[config.mk]
export PLATFORM = sky130hd
export DESIGN_NAME = cdb_arbiter
export DESIGN_NICKNAME = d
export VERILOG_FILES = /design/src/rtl/tomasulo_pkg.sv /design/src/rtl/result_fifo.sv /design/src/rtl/cdb_arbiter.sv
export SDC_FILE = /design/constraint.sdc
export NUM_CORES = 1
export LEC_CHECK = 0
export ABC_AREA = 1
export CORE_MARGIN = 4
export CORE_UTILIZATION = 50
export DETAILED_ROUTE_END_ITERATION = 6
export HOLD_SLACK_MARGIN = 0.12
export PLACE_DENSITY = 0.75
export RECOVER_POWER = 50
export REMOVE_ABC_BUFFERS = 1
export SYNTH_ARGS = -nofsm -noshare
export SYNTH_HDL_FRONTEND = slang
export SYNTH_SLANG_ARGS = --single-unit
[constraint.sdc]
create_clock -name clk -period 3.6 [get_ports clk]
set_input_delay 0.72 -clock clk [delete_from_list [all_inputs] [get_ports clk]]
set_output_delay 0.72 -clock clk [all_outputs]
set_load 0.03 [all_outputs]
[src/rtl/tomasulo_pkg.sv]
// Shared Tomasulo definitions: result/tag widths, the reserved "no producer" tag
// and the CDB source encoding.
package tomasulo_pkg;

  localparam int DATA_W   = 8;
  localparam int TAG_W    = 3;
  localparam int TAG_NONE = 0;

  typedef enum logic {
    SRC_ADD = 1'b0,
    SRC_MUL = 1'b1
  } src_t;

endpackage

[src/rtl/result_fifo.sv]
// In-order result buffer for one functional unit. The caller only pushes when
// not full and only pops when not empty; there is no fall-through path.
module result_fifo #(
  parameter int W     = 11,
  parameter int DEPTH = 2
) (
  input  logic                     clk,
  input  logic                     rst,
  input  logic                     push,
  input  logic [W-1:0]             wdata,
  input  logic                     pop,
  output logic [W-1:0]             rdata,
  output logic                     full,
  output logic                     empty,
  output logic [$clog2(DEPTH):0]   count
);

  localparam int PTR_W = $clog2(DEPTH);

  logic [W-1:0]     mem [DEPTH];
  logic [PTR_W-1:0] wr_ptr;
  logic [PTR_W-1:0] rd_ptr;

  // Storage carries no reset; validity is tracked purely by count.
  always_ff @(posedge clk) begin
    if (push) begin
      mem[wr_ptr] <= wdata;
    end
  end

  always_ff @(posedge clk) begin
    if (rst) begin
      wr_ptr <= '0;
      rd_ptr <= '0;
      count  <= '0;
    end else begin
      if (push) wr_ptr <= wr_ptr + 1'b1;
      if (pop)  rd_ptr <= rd_ptr + 1'b1;
      case ({push, pop})
        2'b10:   count <= count + 1'b1;
        2'b01:   count <= count - 1'b1;
        default: count <= count;
      endcase
    end
  end

  assign rdata = mem[rd_ptr];
  assign full  = (count == (PTR_W + 1)'(DEPTH));
  assign empty = (count == '0);

endmodule

[src/rtl/cdb_arbiter.sv]
// Common-data-bus arbiter: buffers ADD and MUL results and broadcasts at most one
// (tag, value) per cycle, alternating fairly when both queues hold work.
module cdb_arbiter
  import tomasulo_pkg::*;
#(
  parameter int DATA_W = tomasulo_pkg::DATA_W,
  parameter int TAG_W  = tomasulo_pkg::TAG_W,
  parameter int DEPTH  = 2
) (
  input  logic              clk,
  input  logic              rst,
  input  logic              add_valid,
  input  logic [DATA_W-1:0] add_data,
  input  logic [TAG_W-1:0]  add_tag,
  output logic              add_ready,
  input  logic              mul_valid,
  input  logic [DATA_W-1:0] mul_data,
  input  logic [TAG_W-1:0]  mul_tag,
  output logic              mul_ready,
  output logic              cdb_valid,
  output logic [DATA_W-1:0] cdb_data,
  output logic [TAG_W-1:0]  cdb_tag,
  output logic              cdb_src,
  output logic              tag_err
);

  localparam int EW = TAG_W + DATA_W;

  // Handshake: a unit's result transfers on a rising edge where x_valid and
  // x_ready are both high; ready depends only on FIFO occupancy, so a sender
  // seeing ready low must keep valid, tag and data stable until it rises.
  logic              add_push, mul_push, add_zero, mul_zero;
  logic              add_full, mul_full, add_empty, mul_empty;
  logic [EW-1:0]     add_head, mul_head;
  logic [$clog2(DEPTH):0] add_count, mul_count;
  logic              grant_add, grant_mul;
  src_t              last_grant;

  assign add_ready = !add_full;
  assign mul_ready = !mul_full;
  assign add_zero  = add_valid && (add_tag == TAG_W'(TAG_NONE));
  assign mul_zero  = mul_valid && (mul_tag == TAG_W'(TAG_NONE));
  assign add_push  = add_valid && add_ready && !add_zero;
  assign mul_push  = mul_valid && mul_ready && !mul_zero;

  result_fifo #(.W(EW), .DEPTH(DEPTH)) u_add_fifo (
    .clk   (clk),
    .rst   (rst),
    .push  (add_push),
    .wdata ({add_tag, add_data}),
    .pop   (grant_add),
    .rdata (add_head),
    .full  (add_full),
    .empty (add_empty),
    .count (add_count)
  );

  result_fifo #(.W(EW), .DEPTH(DEPTH)) u_mul_fifo (
    .clk   (clk),
    .rst   (rst),
    .push  (mul_push),
    .wdata ({mul_tag, mul_data}),
    .pop   (grant_mul),
    .rdata (mul_head),
    .full  (mul_full),
    .empty (mul_empty),
    .count (mul_count)
  );

  // With both queues occupied, the side that did not win last time goes next.
  always_comb begin
    grant_add = 1'b0;
    grant_mul = 1'b0;
    if (!add_empty && !mul_empty) begin
      grant_add = (last_grant == SRC_MUL);
      grant_mul = (last_grant == SRC_ADD);
    end else begin
      grant_add = !add_empty;
      grant_mul = !mul_empty;
    end
  end

  always_ff @(posedge clk) begin
    if (rst) begin
      last_grant <= SRC_MUL;
      cdb_valid  <= 1'b0;
      cdb_data   <= '0;
      cdb_tag    <= '0;
      cdb_src    <= 1'b0;
      tag_err    <= 1'b0;
    end else begin
      cdb_valid <= grant_add || grant_mul;
      if (grant_add) begin
        last_grant <= SRC_ADD;
        cdb_src    <= SRC_ADD;
        {cdb_tag, cdb_data} <= add_head;
      end else if (grant_mul) begin
        last_grant <= SRC_MUL;
        cdb_src    <= SRC_MUL;
        {cdb_tag, cdb_data} <= mul_head;
      end
      if (add_zero || mul_zero) tag_err <= 1'b1;
    end
  end

endmodule

==> results of run 1 <==
-- cell type report --
cell class / count / area, um^2 / share of cell area [%]
Sequential cell: 69 / 1822 / 52.28
Inverter: 36 / 135.1 / 3.878
Tap cell: 72 / 90.09 / 2.585
Clock inverter: 4 / 47.55 / 1.364
Timing Repair Buffer: 45 / 436.7 / 12.53
Multi-Input combinational cell: 182 / 808.3 / 23.20
Clock buffer: 12 / 145.1 / 4.165
-- cells by family (layout without fill, tap and decap cells) --
logic type	count (synthesis)	count (layout)	share of synthesized area (%)
buf+inv	43	97	6.569
compound gates	19	19	4.084
fa+ha+maj	2	2	0.8876
simple gates	161	161	23.84
flops	69	69	64.63
-- flip-flops by register name, indices dropped and copies added (netlist names), named ones only --
signal	flops
u_add_fifo.wr_ptr	1
u_add_fifo.count	2
u_mul_fifo.count	2
u_add_fifo.rd_ptr	1
cdb_valid	1
cdb_src	1
u_mul_fifo.rd_ptr	1
tag_err	1
u_mul_fifo.wr_ptr	1
u_mul_fifo.mem	22
u_add_fifo.mem	22
last_grant	1
cdb_tag	3
cdb_data	8
-- worst paths after layout --
kind	from	end	slack, ns	depth (start not counted)
hold / removal	cdb_data[4]	cdb_data[4]	0.45	2
setup / recovery	u_mul_fifo.count[0]	mul_ready	1.22	3
setup reg to reg	u_mul_fifo.count[0]	u_mul_fifo.mem[1][6]	1.74	5
hold reg to reg	cdb_data[4]	cdb_data[4]	0.45	2
-- routing by layer --
metal	vias up	part of all wire [%]	wire [um]	track usage, %
li1	1044	-	-	-
met1	968	42	2344	19.61
met2	66	51	2820	29.96
met3	11	4.8	267	3.472
met4	0	1.9	108	8.024
met5	-	0	0	0
-- placed cells by master (no fill, tap or decap), types with 3 or more instances in the layout --
master / instances
nand2_1: 108
a21oi_1: 5
clkdlybuf4s50_1: 18
edfxtp_1: 44
nand3_1: 22
nor2_1: 21
dlygate4sd3_1: 23
dfxtp_1: 25
o21ai_0: 10
clkbuf_1: 3
inv_1: 34
clkbuf_8: 10
buf_4: 3
-- power by group through the flow --
| stage | Sequential (mW) | Clock (mW) | Combinational, mW |
|---|---|---|---|
| after CTS | 1.16 | 0.621 | 1.01 |
| after floorplan | 1.25 | 0 | 0.570 |
| after global routing | 1.18 | 0.653 | 1.11 |
| after detailed placement | 1.17 | 0 | 0.996 |
| after global placement | 1.17 | 0 | 0.968 |
| final | 1.16 | 0.612 | 0.988 |
-- metrics by stage --
stage / instances / area, um^2
after floorplan: 287 / 2769
after global placement: 404 / 3299
after detailed placement: 404 / 3299
after CTS: 420 / 3492
after global routing: 420 / 3485
final: 420 / 3485
-- tightest hold or removal path: stages (launching register included) --
cell and delay, ns:
dfxtp_1 0.31, nand2_1 0.06, nand2_1 0.04
==> results.sh, run 1 <==
export IMPL_crit_type="reg2out"
export IMPL_synth_warnings=0
export IMPL_finalWorstSetupSlack_ns=1.218
export IMPL_crit_path_cell_trace="inv_2, nand2_1, clkdlybuf4s50_1"
export IMPL_post_route_util_pct=63.67
export IMPL_drv_cap=0
export IMPL_ys_types=23
export IMPL_drive_gt1_share_pct=7.759
export IMPL_combinationalPowerShare_pct=35.9
export IMPL_crit_buf_inv=2
export IMPL_postCtsHoldBufs=0
export IMPL_pwr_share_clk_pct=22.2
export IMPL_seqPwrFrac_pct=41.9
export IMPL_synth_area_um2=2819
export IMPL_drt_first_iter_violations=167
export IMPL_p_leak_nw=1.527
export IMPL_cts_path_max_buffers=2
export IMPL_end_kind="output port"
export IMPL_post_place_ws_ns=1.245
export IMPL_cts_sinks=69
export IMPL_dieHeight_um=83.09
export IMPL_syn_avg_cell_area_um2=9.588
export IMPL_async_flop_share_pct=0
export IMPL_gr_total_overflow=0
export IMPL_ctsResizeCount=0
export IMPL_outcome="finished, final reports clean"
export IMPL_clk_insertion_delay_late_ns=0.34
export IMPL_antenna_cells=0
export IMPL_core_area_um2=5473
export IMPL_gp_congestion=0.7458
export IMPL_cts_setup_buffers=0
export IMPL_num_vias=2089
export IMPL_drv_slew=0
export IMPL_internal_power_mw=1.715
export IMPL_vdd_ir_drop_max_mv=0.3638
export IMPL_cp_required_ns=2.88
export IMPL_track_usage_pct=16.97
export IMPL_area_delta_synth_final_pct=23.61
export IMPL_cts_max_level=3
export IMPL_initial_core_util_pct=51.51
export IMPL_ant_nets=0
export IMPL_startpoint_type="flip-flop"
export IMPL_crit_arrival_ns=1.66
export IMPL_timing_final_hold_violations=0
export IMPL_fin_nets=371
export IMPL_slew_headroom_pct=53.13
export IMPL_fmax_mhz=419.8
export IMPL_fin_crit_sh_pct=66.17
export IMPL_synth_area_leaders="edfxtp_1, dfxtp_1, nand2_1"
export IMPL_wirelength_um=5540
export IMPL_finalSetupViolCount=0
export IMPL_hp_class="reg2reg"
export IMPL_total_power_mw=2.756
export IMPL_hpwl_um=3908
export IMPL_synth_edff_count=44
export IMPL_path_delay_family="buffers and inverters"
export IMPL_die_w_um=83.09
export IMPL_tns_ns=0
export IMPL_drc=0
export IMPL_fillers=456
export IMPL_synth_top_cell_area_share_pct=46.87
export IMPL_synth_cells=294
export IMPL_switching_share_pct=37.76
export IMPL_design_die_area_um2=6903
export IMPL_antenna_found_initial=0
export IMPL_num_io_pins=42
export IMPL_port_buffers=41
export IMPL_cts_tree="built"
export IMPL_p_per_area_nw_per_um2=790.9
export IMPL_grt_pass1_vias=2103
export IMPL_rows=27
export IMPL_viasPerCell=4.974
export IMPL_numCtsBuffers=9
export IMPL_post_synth_top_area_cell="edfxtp_1"
export IMPL_synthFlopType="edfxtp_1"
export IMPL_yosysMostFrequentCell="nand2_1"
export IMPL_post_drt_wl_per_cell_um=13.19
export IMPL_clkTransAtPathRegs_ns=0.07
export IMPL_cp_slowest_cell="clkdlybuf4s50_1"
export IMPL_cp_max_fo=5
export IMPL_rsz0062_at_grt="no"
export IMPL_cts_root_buf="clkbuf_8"
export IMPL_crit_path_max_incr_delay_ns=0.67
export IMPL_worst_pin_slew_ns=0.7031
export IMPL_p_switching_mw=1.041
export IMPL_synthTopCellsByCount="nand2_1, edfxtp_1, inv_1"
export IMPL_grt_max_degree=20
export IMPL_finalHoldWorstSlack_ns=0.4515
export IMPL_period_needed_ns=2.382
export IMPL_fin_skew_ns=0.01033
export IMPL_grt_pass1_wl_um=9294
export IMPL_yosysSeqAreaShare_pct=64.62
export IMPL_ys_ff_latch=69
export IMPL_drt_pass1_iter_count=5
Power figures use the tool's default switching activity.
==> run 2: changes to the inputs <==
==> constraint.sdc (replaced) <==
create_clock -name clk -period 2.2 [get_ports clk]
set_input_delay 0.44 -clock clk [delete_from_list [all_inputs] [get_ports clk]]
set_output_delay 0.44 -clock clk [all_outputs]
set_load 0.03 [all_outputs]
==> run 2 against run 1 <==
  * Clock power up 43%
  * Non-clock buffer count is 3 higher
  * Global-route usage shrank 0.10 points
  * Highest routed layer unchanged
  * Largest cell class unchanged
  * Via count down 1.6%
  * Worst setup slack worse by 1.1 ns
  * Largest power group unchanged
==> results.sh, run 2 (synthesis gave the netlist of run 1 again) <==
export IMPL_antenna_found_initial=0
export IMPL_drt_pass1_iter_count=4
export IMPL_track_usage_pct=16.87
export IMPL_p_per_area_nw_per_um2=1258
export IMPL_drc=0
export IMPL_tns_ns=0
export IMPL_area_delta_synth_final_pct=22.50
export IMPL_cp_max_fo=5
export IMPL_fmax_mhz=490.5
export IMPL_wirelength_um=5493
export IMPL_ant_nets=0
export IMPL_cp_required_ns=1.76
export IMPL_final_common_cell="nand2_1"
export IMPL_finalSetupViolCount=0
export IMPL_total_power_mw=4.345
export IMPL_use_met1_pct=20.34
export IMPL_numCtsBuffers=9
export IMPL_antenna_cells=0
export IMPL_ctsResizeCount=0
export IMPL_grt_pass1_wl_um=9108
export IMPL_hpwl_um=3904
export IMPL_worst_pin_slew_ns=0.7679
export IMPL_cts_setup_buffers=0
export IMPL_grt_pass1_vias=1973
export IMPL_die_w_um=83.09
export IMPL_fin_cells=423
export IMPL_fin_skew_ns=0.01058
export IMPL_post_drt_wl_per_cell_um=12.99
export IMPL_startpoint_type="flip-flop"
export IMPL_fin_crit_sh_pct=92.68
export IMPL_num_vias=2056
export IMPL_cts_root_buf="clkbuf_8"
export IMPL_busiest_layer="met2"
export IMPL_viasPerCell=4.861
export IMPL_p_leak_nw=1.523
export IMPL_gr_total_overflow=0
export IMPL_cts_sinks=69
export IMPL_gp_congestion=0.7620
export IMPL_clk_insertion_delay_late_ns=0.33
export IMPL_drv_cap=0
export IMPL_crit_type="reg2out"
export IMPL_postCtsHoldBufs=0
export IMPL_use_met2_pct=28.06
export IMPL_hp_class="reg2reg"
export IMPL_crit_path_cell_trace="inv_2, nand2_1, clkdlybuf4s50_1"
export IMPL_outcome="finished, final reports clean"
export IMPL_path_delay_family="buffers and inverters"
export IMPL_cts_max_level=3
export IMPL_period_needed_ns=2.039
export IMPL_rows=27
export IMPL_dieHeight_um=83.09
export IMPL_vdd_ir_drop_max_mv=0.5787
export IMPL_cts_path_max_buffers=2
export IMPL_drv_slew=0
export IMPL_dp_cells=407
export IMPL_grt_max_degree=20
export IMPL_core_area_um2=5473
export IMPL_end_kind="output port"
export IMPL_rsz0062_at_grt="no"
export IMPL_crit_buf_inv=2
export IMPL_port_buffers=41
export IMPL_initial_core_util_pct=51.51
export IMPL_design_die_area_um2=6903
export IMPL_grt_use_met3_pct=4.762
export IMPL_stdcell_area_um2=3453
export IMPL_place_area_um2=3322
export IMPL_timing_final_hold_violations=0
export IMPL_cp_slowest_cell="clkdlybuf4s50_1"
export IMPL_num_io_pins=42
export IMPL_drt_first_iter_violations=190
export IMPL_largestRegisters="u_add_fifo.mem: 22 flops, u_mul_fifo.mem: 22 flops, cdb_data: 8 flops"
export IMPL_layout_common_cells="nand2_1, edfxtp_1, inv_1"
export IMPL_crit_path_max_incr_delay_ns=0.67
export IMPL_cts_tree="built"
export IMPL_fin_nets=374
export IMPL_clkTransAtPathRegs_ns=0.07
export IMPL_crit_arrival_ns=1.60
export IMPL_drive_gt1_share_pct=6.553
export IMPL_slew_headroom_pct=48.62
run 2: per-stage QoR:
stage               hold WS [ns]  setup slack [ns]  util [%]
global route              0.4786           0.07726     63.10
floorplan                 0.4654            0.5442         -
global placement          0.4384            0.1840     60.70
finish                    0.4513            0.1611     63.10
CTS                       0.4540           0.09504     63.67
detailed placement        0.4389            0.1644     60.70
run 2: worst reg2reg max path: stages, from the launching register on:
cell     delay, ns
dfxtp_1       0.36
inv_1         0.10
nand2_1       0.30
nand2_1       0.12
nand2_1       0.12
inv_1         0.10
ha_1          0.20
or2_2         0.28
nand4_1       0.08
nand2_1       0.06
nor2_1        0.09
run 2: final cells by class:
cell class	count	area [um^2]
clock buffers	14	152.6
clock inverters	2	10.01
fillers	471	2019
inverters	36	135.1
multi-input cells	182	788.3
flip-flops and latches	69	1822
well taps	72	90.09
repair buffers	48	455.4
run 2: final timing paths:
path	startpoint	end	slack, ns	cells past startpoint
worst max register to register	u_add_fifo.count[0]	u_mul_fifo.count[1]	0.33	10
worst max-delay path	u_mul_fifo.count[0]	mul_ready	0.16	3
worst min-delay path	cdb_data[6]	cdb_data[6]	0.45	2
worst min register to register	cdb_data[6]	cdb_data[6]	0.45	2
run 2: per-layer routing:
metal / wire length (um) / up-vias
li1: - / 1052
met1: 2315 / 938
met2: 2746 / 57
met3: 324 / 9
met4: 107 / 0
met5: 0 / -
run 2: power breakdown:
part	switching [mW]	total, mW	internal, mW
clock network	0.438	0.877	0.439
logic	1.04	1.61	0.574
registers	0.179	1.86	1.68
==> run 3: changes to the inputs <==
--- a/config.mk
+++ b/config.mk
@@ -9,6 +9,7 @@
 export CORE_MARGIN = 4
 export CORE_UTILIZATION = 50
 export DETAILED_ROUTE_END_ITERATION = 6
+export GPL_ROUTABILITY_DRIVEN = 0
 export HOLD_SLACK_MARGIN = 0.12
 export PLACE_DENSITY = 0.75
 export RECOVER_POWER = 50
==> constraint.sdc (replaced) <==
create_clock -name clk -period 2.55 [get_ports clk]
set_input_delay 0.51 -clock clk [delete_from_list [all_inputs] [get_ports clk]]
set_output_delay 0.51 -clock clk [all_outputs]
set_load 0.03 [all_outputs]
==> run 3 against run 2 <==
  * Clock-buffer cell count fell by 1
  * Clock power fell by 15%
  * Critical path depth did not move
  * Cell area barely moved
  * Register-to-register slack improved by 0.36 ns
  * Hold slack got worse by 0.00054 ns
==> results.sh, run 3 (synthesis gave the netlist of run 1 again) <==
export IMPL_fillers=466
export IMPL_end_kind="output port"
export IMPL_r2r_cells=5
export IMPL_cp_slowest_cell="clkdlybuf4s50_1"
export IMPL_cts_tree="built"
export IMPL_whs_path_depth=2
export IMPL_hp_class="reg2reg"
export IMPL_track_usage_pct=16.79
export IMPL_grt_max_degree=20
export IMPL_postCtsHoldBufs=0
export IMPL_drv_slew=0
export IMPL_crit_arrival_ns=1.66
export IMPL_slew_headroom_pct=50.00
export IMPL_rows=27
export IMPL_seqPwrFrac_pct=43.5
export IMPL_stdcell_area_um2=3452
export IMPL_combinationalPowerShare_pct=36.7
export IMPL_design_die_area_um2=6903
export IMPL_tns_ns=0
export IMPL_grt_pass1_wl_um=9073
export IMPL_period_needed_ns=2.168
export IMPL_pwr_share_clk_pct=19.9
export IMPL_ant_nets=0
export IMPL_drt_first_iter_violations=115
export IMPL_initial_core_util_pct=51.51
export IMPL_timing_final_hold_violations=0
export IMPL_startpoint_type="flip-flop"
export IMPL_num_vias=2070
export IMPL_switching_share_pct=38.34
export IMPL_cts_sinks=69
export IMPL_fin_crit_sh_pct=85.04
export IMPL_clk_insertion_delay_late_ns=0.34
export IMPL_p_switching_mw=1.442
export IMPL_antenna_found_initial=0
export IMPL_cp_max_fo=5
export IMPL_place_area_um2=3307
export IMPL_worst_pin_slew_ns=0.7472
export IMPL_die_w_um=83.09
export IMPL_crit_path_max_incr_delay_ns=0.67
export IMPL_antenna_cells=0
export IMPL_cts_setup_buffers=0
export IMPL_rsz0062_at_grt="no"
export IMPL_clkTransAtPathRegs_ns=0.07
export IMPL_post_drt_wl_per_cell_um=12.91
export IMPL_cts_root_buf="clkbuf_8"
export IMPL_gr_total_overflow=0
export IMPL_area_delta_synth_final_pct=22.46
export IMPL_cts_max_level=3
export IMPL_largestRegisters="u_add_fifo.mem: 22 flops, u_mul_fifo.mem: 22 flops, cdb_data: 8 flops"
export IMPL_drv_cap=0
export IMPL_finalSetupViolCount=0
export IMPL_final_common_cell="nand2_1"
export IMPL_total_power_mw=3.760
export IMPL_grt_pass1_vias=2054
export IMPL_numCtsBuffers=9
export IMPL_num_io_pins=42
export IMPL_cts_path_max_buffers=2
export IMPL_core_area_um2=5473
export IMPL_ctsResizeCount=0
export IMPL_outcome="finished, final reports clean"
export IMPL_dieHeight_um=83.09
export IMPL_drive_gt1_share_pct=6.877
export IMPL_fin_skew_ns=0.006509
export IMPL_drt_pass1_iter_count=5
export IMPL_viasPerCell=4.917
export IMPL_p_leak_nw=1.511
export IMPL_wirelength_um=5434
export IMPL_hpwl_um=3893
export IMPL_fin_nets=372
export IMPL_internal_power_mw=2.319
export IMPL_vdd_ir_drop_max_mv=0.5632
export IMPL_p_per_area_nw_per_um2=1089
export IMPL_fmax_mhz=461.2
export IMPL_crit_path_cell_trace="inv_2, nand2_1, clkdlybuf4s50_1"
export IMPL_port_buffers=41
export IMPL_final_seq_area_um2=1822
export IMPL_crit_type="reg2out"
export IMPL_layout_common_cells="nand2_1, edfxtp_1, inv_1"
export IMPL_multi_input_comb_area_um2=805.8
export IMPL_drc=0
export IMPL_cp_required_ns=2.04
==> run 3: power by group through the flow <==
stage / Clock [mW] / Sequential [mW] / Combinational (mW)
after floorplan: 0 / 1.76 / 0.805
after global placement: 0 / 1.65 / 1.37
after detailed placement: 0 / 1.66 / 1.41
after CTS: 0.759 / 1.63 / 1.41
after global routing: 0.807 / 1.67 / 1.56
final: 0.747 / 1.63 / 1.38
==> run 3: worst max-delay path: cells and delay by family (launching register included) <==
family	cells	cell delay, ns
buffers and inverters	2	0.76
flip-flops	1	0.49
AND/OR/NAND/NOR	1	0.07
==> run 3: final cells by class <==
type / instances / share of cell area [%]
inverters: 36 / 3.914
flip-flops and latches: 69 / 52.77
well taps: 72 / 2.610
clock inverters: 3 / 0.3987
repair buffers: 46 / 12.65
multi-input cells: 182 / 23.34
clock buffers: 13 / 4.313
==> run 3: stage by stage <==
step	cells	hold slack (ns)	setup slack (ns)	utilization [%]
detailed placement	405	0.4414	0.4304	60.43
global placement	405	0.4391	0.4637	60.43
finish	421	0.4507	0.3815	63.08
global route	421	0.4730	0.3030	63.08
floorplan	287	0.4654	0.8877	-
CTS	421	0.4541	0.3711	63.40
==> run 3: per-layer routing <==
metal	track usage (%)	routed length (um)	up-vias
met5	0	0	-
met4	8.915	125	0
met3	3.869	268	13
met2	28.86	2723	51
met1	19.39	2317	961
li1	-	-	1045
==> run 3: final timing paths <==
check	slack [ns]	end	start
max	0.38	mul_ready	u_mul_fifo.count[0]
min	0.45	cdb_data[4]	cdb_data[4]
max reg2reg	0.69	u_mul_fifo.mem[1][8]	u_mul_fifo.count[0]
min reg2reg	0.45	cdb_data[4]	cdb_data[4]
